--- src/rtl/flow_led_pkg.sv ---
// ============================================================================
// flow_led_pkg : shared mode and state encodings for the flow LED sequencer
// Revision: 1.0
// ============================================================================
`default_nettype none

package flow_led_pkg;

  localparam logic [1:0] MODE_SHIFT  = 2'd0;
  localparam logic [1:0] MODE_BOUNCE = 2'd1;
  localparam logic [1:0] MODE_BLINK  = 2'd2;
  localparam logic [1:0] MODE_FILL   = 2'd3;

  localparam logic [0:0] ST_IDLE = 1'b0;
  localparam logic [0:0] ST_RUN  = 1'b1;

endpackage

`default_nettype wire

--- src/rtl/flow_led_next.sv ---
// ============================================================================
// flow_led_next : combinational next-pattern / next-direction generator
// Revision: 1.0
// ============================================================================
`default_nettype none

module flow_led_next
  import flow_led_pkg::*;
#(
  parameter int NUM = 8
) (
  input  logic [NUM-1:0] pat_i,
  input  logic [1:0]     mode_i,
  input  logic           dir_i,   // 1 = moving toward the MSB
  output logic [NUM-1:0] pat_o,
  output logic           dir_o
);

  logic [NUM-1:0] w_shift;
  logic [NUM-1:0] w_bounce_pat;
  logic           w_bounce_dir;

  always_comb begin
    w_shift = '0;
    for (int i = 0; i < NUM; i++) begin
      w_shift[i] = pat_i[(i + NUM - 1) % NUM];
    end
  end

  generate
    if (NUM == 1) begin : g_bounce_one
      assign w_bounce_pat = pat_i;
      assign w_bounce_dir = dir_i;
    end else begin : g_bounce_multi
      logic w_up;
      // Direction is re-derived from the ends so the one-hot can never run off an edge.
      assign w_up         = dir_i ? !pat_i[NUM-1] : pat_i[0];
      assign w_bounce_pat = w_up ? (pat_i << 1) : (pat_i >> 1);
      assign w_bounce_dir = w_bounce_pat[NUM-1] ? 1'b0 :
                            (w_bounce_pat[0] ? 1'b1 : w_up);
    end
  endgenerate

  always_comb begin
    pat_o = pat_i;
    dir_o = dir_i;
    case (mode_i)
      MODE_SHIFT:  pat_o = w_shift;
      MODE_BOUNCE: begin
        pat_o = w_bounce_pat;
        dir_o = w_bounce_dir;
      end
      MODE_BLINK:  pat_o = (pat_i == '0) ? {NUM{1'b1}} : '0;
      default:     pat_o = (&pat_i) ? NUM'(1) : ((pat_i << 1) | NUM'(1));
    endcase
  end

endmodule

`default_nettype wire

--- src/rtl/flow_led_seq.sv ---
// ============================================================================
// flow_led_seq : alarm light sequencer (FSM, step counter, latches, outputs)
// Revision: 1.0
// ============================================================================
`default_nettype none

module flow_led_seq
  import flow_led_pkg::*;
#(
  parameter int NUM   = 8,
  parameter int LEN_W = 8
) (
  input  logic             clk,
  input  logic             rst,
  input  logic             power,
  input  logic             sig_ring,
  input  logic             sig_step,
  input  logic [1:0]       mode,
  input  logic [LEN_W-1:0] run_len,
  input  logic             stop,
  output logic [NUM-1:0]   alarm_light,
  output logic             busy,
  output logic             done
);

  logic [0:0]       state_q, state_d;
  logic [1:0]       mode_q, mode_d;
  logic [LEN_W-1:0] len_q, len_d;
  logic [LEN_W-1:0] count_q, count_d;
  logic             dir_q, dir_d;
  logic [NUM-1:0]   light_q, light_d;
  logic             done_q, done_d;

  logic [NUM-1:0]   w_next_pat;
  logic             w_next_dir;
  logic [NUM-1:0]   w_init_pat;
  logic [LEN_W:0]   w_count_inc;

  flow_led_next #(.NUM(NUM)) u_next (
    .pat_i  (light_q),
    .mode_i (mode_q),
    .dir_i  (dir_q),
    .pat_o  (w_next_pat),
    .dir_o  (w_next_dir)
  );

  assign w_init_pat  = (mode == MODE_BLINK) ? {NUM{1'b1}} : NUM'(1);
  assign w_count_inc = {1'b0, count_q} + 1'b1;

  always_comb begin
    state_d = state_q;
    mode_d  = mode_q;
    len_d   = len_q;
    count_d = count_q;
    dir_d   = dir_q;
    light_d = light_q;
    done_d  = 1'b0;
    if (!power) begin
      state_d = ST_IDLE;
      light_d = '0;
      count_d = '0;
    end else if (sig_ring) begin
      state_d = ST_RUN;
      mode_d  = mode;
      len_d   = run_len;
      count_d = '0;
      dir_d   = 1'b1;
      light_d = w_init_pat;
    end else if (stop && state_q == ST_RUN) begin
      state_d = ST_IDLE;
      light_d = '0;
    end else if (sig_step && state_q == ST_RUN) begin
      if (len_q != '0 && w_count_inc == {1'b0, len_q}) begin
        state_d = ST_IDLE;
        light_d = '0;
        done_d  = 1'b1;
      end else begin
        // Saturation only matters in continuous mode; counted runs end first.
        count_d = (&count_q) ? count_q : w_count_inc[LEN_W-1:0];
        light_d = w_next_pat;
        dir_d   = w_next_dir;
      end
    end
  end

  always_ff @(posedge clk) begin
    if (rst) begin
      state_q <= ST_IDLE;
      mode_q  <= MODE_SHIFT;
      len_q   <= '0;
      count_q <= '0;
      dir_q   <= 1'b1;
      light_q <= '0;
      done_q  <= 1'b0;
    end else begin
      state_q <= state_d;
      mode_q  <= mode_d;
      len_q   <= len_d;
      count_q <= count_d;
      dir_q   <= dir_d;
      light_q <= light_d;
      done_q  <= done_d;
    end
  end

  assign alarm_light = light_q;
  assign busy        = (state_q == ST_RUN);
  assign done        = done_q;

endmodule

`default_nettype wire

--- config.mk ---
export PLATFORM = sky130hd
export DESIGN_NAME = flow_led_seq
export DESIGN_NICKNAME = d
export VERILOG_FILES = /design/src/rtl/flow_led_pkg.sv /design/src/rtl/flow_led_next.sv /design/src/rtl/flow_led_seq.sv
export SDC_FILE = /design/constraint.sdc
export NUM_CORES = 1
export LEC_CHECK = 0
export ABC_AREA = 1
export BUFFER_PORTS_ARGS = -buffer_cell sky130_fd_sc_hd__buf_2
export CAP_MARGIN = 20
export CORE_AREA = 2 2 75 77
export DETAILED_ROUTE_END_ITERATION = 16
export DIE_AREA = 0 0 77 79
export PLACE_DENSITY_LB_ADDON = 0.12
export REMOVE_ABC_BUFFERS = 1
export SLEW_MARGIN = 20
export SYNTH_ARGS = -nofsm -noshare
export SYNTH_HDL_FRONTEND = slang
export SYNTH_SLANG_ARGS = --single-unit
export TNS_END_PERCENT = 20
--- constraint.sdc ---
create_clock -name clk -period 5.6 [get_ports clk]
set_clock_uncertainty 0.2 [all_clocks]
set_input_delay 1.12 -clock clk [delete_from_list [all_inputs] [get_ports clk]]
set_output_delay 1.12 -clock clk [all_outputs]
set_load 0.05 [all_outputs]
Word level (Yosys, flattened, before mapping)
Index checks and enable logic that the tools add are counted.
{"block": "classes", "n_mux": 22, "bitwise_logic": 5, "addsub": 1, "n_reduce_logical": 20, "n_eq_ne": 6}
{"op": "two-way mux 8 bit", "count": 8}
{"op": "one-hot mux 8 bit (3 select lines)", "count": 1}
{"op": "AND reduction 8 bit", "count": 2}
{"op": "two-way mux 1 bit", "count": 13}
{"op": "adder 8 x 1 -> 9 bit, second input constant", "count": 1}
{"op": "== test 9 x 8 -> 1 bit", "count": 1}
{"op": "logical NOT 8 bit", "count": 1}
{"op": "nonzero test 8 bit", "count": 1}
{"op": "nonzero test 3 bit", "count": 2}
{"op": "NOT 1 bit", "count": 5}
{"op": "AND reduction 5 bit", "count": 1}
{"op": "OR reduction 5 bit", "count": 1}
{"op": "== test 2 bit, second input constant", "count": 2}
{"op": "!= test 2 bit, second input constant", "count": 2}
{"op": "AND reduction 2 bit", "count": 2}
{"op": "AND reduction 4 bit", "count": 1}
{"op": "nonzero test 2 bit", "count": 2}
{"op": "logical AND 1 bit", "count": 3}
{"op": "OR reduction 3 bit", "count": 1}
{"op": "== test 2 x 1 -> 1 bit, second input constant", "count": 1}
{"op": "logical NOT 2 bit", "count": 1}
{"op": "OR reduction 2 bit", "count": 1}
{"op": "logical NOT 1 bit", "count": 1}
{"block": "totals", "elab_cells": 61, "out_inout_bits": 10, "register_bits": 29, "input_bits": 16}

Logic depth before layout (Yosys ltp)
{"block": "logic_depth", "word_depth": 10, "mapped_depth": 15, "depth_no_buf": 14}

Cells and area by module
Synthesis repeated with hierarchy kept, for this count alone.
{"block": "hier_totals", "hier_cells": 316, "area_unflattened_um2": 1934.4}
{"module": "flow_led_seq", "cells_per_inst": 229, "seq_area_each_um2": 580.6, "instances": 1, "area_per_inst_um2": 1529.0}
{"module": "flow_led_next", "cells_per_inst": 87, "seq_area_each_um2": 0.0, "instances": 1, "area_per_inst_um2": 405.4}

Worst setup path before layout
OpenSTA, ideal clock, no wires.
{"block": "synth_path", "path_kind": "input -> register", "from": "input power", "to": "register done_q (netlist: done)", "path_slack_ns": 3.342, "t_required_ns": 5.322, "setup_time_ns": 0.078, "n_path_buf": 0, "path_stages": 6, "t_arrival_ns": 1.979, "cell_sequence": "inv_1 -> nor2_1 -> inv_1 -> nor2_1 -> inv_1 -> nor3_1"}
{"block": "synth_via", "elab_chain_len": 2}
{"element": "start, declared", "line": "flow_led_seq.sv:15", "rtl": "input logic power,"}
{"element": "NOT 1 bit (no line)"}
{"element": "OR reduction 5 bit (no line)"}
{"element": "end signal, assigned", "line": "flow_led_seq.sv:102", "rtl": "done_q <= done_d;"}
{"element": "end, declared", "line": "flow_led_seq.sv:32", "rtl": "logic done_q, done_d;"}
No other way between the ends.
A chain may end at the register's enable or synchronous reset.

Final worst setup path
Same ends and word-level chain as after synthesis.

==> flow_results.xml <==
<?xml version="1.0" encoding="UTF-8"?>
<metrics>
  <group name="timing">
    <metric name="finalMaxSlewViolations" unit="">0</metric>
    <metric name="hold_viol_final" unit="">0</metric>
    <metric name="max_clock_freq" unit="MHz">403</metric>
    <metric name="tightest_slew" unit="ns">0.604</metric>
    <metric name="final.period_utilization" unit="%">44.3</metric>
    <metric name="max_slew_headroom" unit="%">59.7</metric>
    <metric name="finalWorstPathRequiredPeriod" unit="ns">2.48</metric>
    <metric name="rsz0062_at_grt" unit="">false</metric>
    <metric name="finalSetupTns" unit="ns">0</metric>
    <metric name="report.final.setup_viol" unit="">0</metric>
  </group>
  <group name="power">
    <metric name="power_density" unit="nW/um2">228</metric>
    <metric name="leak_pwr" unit="nW">0.920</metric>
    <metric name="p_total" unit="mW">0.469</metric>
    <metric name="ir_drop" unit="uV">86.3</metric>
  </group>
  <group name="yosys">
    <metric name="ys_warn_count" unit="">0</metric>
    <metric name="number_of_flops_mapped_to_enable_cells_by_yosys" unit="">0</metric>
    <metric name="syn-mean-instance-area" unit="um2">6.17</metric>
    <metric name="async_flop_share" unit="%">0</metric>
    <metric name="dominantRegCellSynth" unit="">sky130_fd_sc_hd__dfxtp_1</metric>
    <metric name="synth.lib_cells_used.distinct" unit="">28</metric>
    <metric name="seq_area_frac_synth" unit="%">32.4</metric>
    <metric name="number_of_synthesized_register_bits" unit="">29</metric>
    <metric name="post_synth_instance_area" unit="um2">1790</metric>
    <metric name="synth_cells" unit="">290</metric>
  </group>
  <group name="clock_network">
    <metric name="cts_buffer_count" unit="">5</metric>
    <metric name="cts-resized-gates" unit="">0</metric>
    <metric name="clock_insertion_delay_worst_skew" unit="ns">0.28</metric>
    <metric name="cts_tree" unit="">built</metric>
    <metric name="root_buffer" unit="">sky130_fd_sc_hd__clkbuf_8</metric>
    <metric name="cts-root-to-sink-buffers" unit="">2</metric>
    <metric name="hold_buffers" unit="">0</metric>
    <metric name="clock_sink_count" unit="">29</metric>
    <metric name="h-tree-depth" unit="">2</metric>
    <metric name="number_of_buffers_added_for_setup_after_cts" unit="">0</metric>
    <metric name="worst_setup_hold_path_clk_slew" unit="ns">0.06</metric>
  </group>
  <group name="floorplanning">
    <metric name="die_h" unit="um">79</metric>
    <metric name="core_box_area" unit="um2">5340</metric>
    <metric name="pin_count" unit="">26</metric>
    <metric name="fp.dieArea" unit="um2">6080</metric>
    <metric name="chipWidth" unit="um">77</metric>
    <metric name="std_cell_rows" unit="">27</metric>
    <metric name="floorplan.initialDensity" unit="%">33.5</metric>
  </group>
  <group name="setup_path">
    <metric name="path_class" unit="">input pin to flip-flop</metric>
    <metric name="path_buf_inv" unit="">4</metric>
    <metric name="critical_path.cell_chain" unit="">buf_2, inv_1, nor2_1, inv_1, nor2_1, inv_1, nor3_1</metric>
    <metric name="slowest_library_cell_on_the_worst_path" unit="">sky130_fd_sc_hd__nor2_1</metric>
    <metric name="worst_ep_required" unit="ns">5.60</metric>
    <metric name="path_common_cell" unit="">sky130_fd_sc_hd__inv_1</metric>
    <metric name="worst_path_dominant_cell_family" unit="">simple AND/OR/NAND/NOR gates</metric>
    <metric name="startpoint_class_of_the_critical_path" unit="">input pin</metric>
    <metric name="worst-endpoint-arrival" unit="ns">2.48</metric>
    <metric name="critPathMaxFanout" unit="">8</metric>
    <metric name="crit_path_max_incr_delay" unit="ns">0.40</metric>
    <metric name="crit_path_end_kind" unit="">flip-flop</metric>
  </group>
  <group name="cells_and_area">
    <metric name="n_fill_cell" unit="">645</metric>
    <metric name="final_layout_size_suffix_gt1_share" unit="%">12.9</metric>
    <metric name="final_common_cell" unit="">sky130_fd_sc_hd__nand2_1</metric>
    <metric name="layout.cells.most_common_list" unit="">sky130_fd_sc_hd__nand2_1, sky130_fd_sc_hd__nor2_1, sky130_fd_sc_hd__a21oi_1</metric>
    <metric name="num_antenna_cells" unit="">0</metric>
    <metric name="area_delta_synth_final" unit="%">15.2</metric>
    <metric name="nNetsFinal" unit="">335</metric>
  </group>
  <group name="global_route">
    <metric name="grt_first_pass_wirelength" unit="um">8070</metric>
    <metric name="first_global_vias" unit="">1697</metric>
    <metric name="grt_start_max_net_pins" unit="">21</metric>
    <metric name="grt_util_all_layers" unit="%">16.6</metric>
    <metric name="globalRoute.totalOverflow" unit="">0</metric>
    <metric name="antenna_found_initial" unit="">0</metric>
  </group>
  <group name="drt">
    <metric name="route.antenna.remaining_nets" unit="">0</metric>
    <metric name="via_per_inst" unit="">4.80</metric>
    <metric name="starting_drc_count_in_detailed_routing" unit="">104</metric>
    <metric name="vias" unit="">1878</metric>
    <metric name="drt_pre_antenna_iters" unit="">4</metric>
    <metric name="detail_route.wl_per_cell" unit="um">11.8</metric>
    <metric name="detail_route.drc_violations" unit="">0</metric>
    <metric name="wl" unit="um">4610</metric>
  </group>
  <group name="job">
    <metric name="drv.max_cap_violation_count" unit="">0</metric>
  </group>
  <group name="placement">
    <metric name="globalplace.congestion" unit="">0.832</metric>
    <metric name="io_buffers" unit="">25</metric>
    <metric name="hpwlAfterDp" unit="um">3410</metric>
  </group>
  <group name="outcome">
    <metric name="status" unit="">finished, final reports clean</metric>
  </group>
  <group name="hold_path">
    <metric name="worst_min_delay_path_category" unit="">flip-flop to flip-flop</metric>
  </group>
</metrics>
[registers in the layout (all words and copies together) (netlist names)]
signal	flops
len_q	8
done	1
dir_q	1
count_q	8
busy	1
mode_q	2
alarm_light	8
[cell usage after synthesis, types with 2 or more instances]
library cell | number | area share, %
sky130_fd_sc_hd__nand2_1 | 75 | 16
sky130_fd_sc_hd__a21oi_1 | 34 | 9.5
sky130_fd_sc_hd__nor2_1 | 34 | 7.1
sky130_fd_sc_hd__inv_1 | 33 | 6.9
sky130_fd_sc_hd__dfxtp_1 | 29 | 32
sky130_fd_sc_hd__o21ai_0 | 23 | 6.4
sky130_fd_sc_hd__nand3_1 | 22 | 6.2
sky130_fd_sc_hd__a31oi_1 | 6 | 2.1
sky130_fd_sc_hd__nor3_1 | 4 | 1.1
sky130_fd_sc_hd__clkbuf_1 | 3 | 0.63
sky130_fd_sc_hd__nand2_2 | 3 | 1.0
sky130_fd_sc_hd__nand4_1 | 3 | 1.0
sky130_fd_sc_hd__o21bai_1 | 3 | 1.3
sky130_fd_sc_hd__inv_2 | 2 | 0.42
sky130_fd_sc_hd__nor2_4 | 2 | 1.3
sky130_fd_sc_hd__o211ai_1 | 2 | 0.84
[per-layer routing]
layer	vias to the layer above	routed length (um)	track usage (%)
li1	1019	-	-
met1	808	2460	24.4
met2	45	1780	23.3
met3	6	310	4.20
met4	0	61	5.54
met5	-	0	0
[worst register-to-register path, stage by stage (launching register included)]
cell and delay, ns:
sky130_fd_sc_hd__dfxtp_1 0.48, sky130_fd_sc_hd__ha_1 0.28, sky130_fd_sc_hd__nand2_1 0.15, sky130_fd_sc_hd__inv_2 0.11, sky130_fd_sc_hd__nand3_1 0.20, sky130_fd_sc_hd__nand3_1 0.15
sky130_fd_sc_hd__nor2_1 0.05, sky130_fd_sc_hd__nand3_2 0.18, sky130_fd_sc_hd__nand2_1 0.10, sky130_fd_sc_hd__inv_1 0.20, sky130_fd_sc_hd__nand2_1 0.09, sky130_fd_sc_hd__a21oi_1 0.12
[final cells by class]
| class | count | area, um2 | area share (%) |
|---|---|---|---|
| multi-input cells | 222 | 1050 | 51.2 |
| inverters | 35 | 131 | 6.37 |
| clock buffers | 8 | 80.1 | 3.88 |
| repair buffers | 25 | 125 | 6.07 |
| well taps | 72 | 90.1 | 4.37 |
| flip-flops and latches | 29 | 581 | 28.2 |
[cell families (layout without fill, tap and decap cells)]
kind of cell | Yosys count | in the layout | synth area share (%)
AO/OA/AOI/OAI | 72 | 72 | 21.7
flip-flops | 29 | 29 | 32.4
buffers and inverters | 39 | 68 | 8.60
AND/OR/NAND/NOR | 148 | 148 | 36.1
adder cells (fa/ha/maj) | 1 | 1 | 0.699
XOR/XNOR | 1 | 1 | 0.490
[power by group]
part / total [mW] / switching, mW / internal [mW]
Clock: 0.166 / 0.0782 / 0.0881
Combinational: 0.0771 / 0.0517 / 0.0254
Sequential: 0.226 / 0.0110 / 0.215
Total: 0.469 / 0.141 / 0.329
[per-stage QoR]
| stage | hold WS (ns) | cell area (um2) | utilization (%) | setup WS (ns) | instances |
|---|---|---|---|---|---|
| CTS | 0.283 | 2060 | 38.6 | 3.09 | 391 |
| floorplan | 0.249 | 1770 | - | 3.34 | 286 |
| global placement | 0.271 | 1980 | 37.1 | 2.85 | 383 |
| finish | 0.285 | 2060 | 38.6 | 3.12 | 391 |
| detailed placement | 0.275 | 1980 | 37.1 | 2.79 | 383 |
| global route | 0.319 | 2060 | 38.6 | 2.81 | 391 |
[final timing paths]
kind                                              start                           to  slack [ns]  cells past startpoint
worst max-delay path                              power              done$_SDFF_PP0_        3.12                      7
worst min-delay path            count_q[6]$_SDFFE_PP0P_      count_q[6]$_SDFFE_PP0P_        0.28                      2
worst max register to register  count_q[0]$_SDFFE_PP0P_  alarm_light[6]$_SDFFE_PP0P_        3.22                     11
worst min register to register  count_q[6]$_SDFFE_PP0P_      count_q[6]$_SDFFE_PP0P_        0.28                      2
No activity file was read; power rests on OpenSTA's default activity.
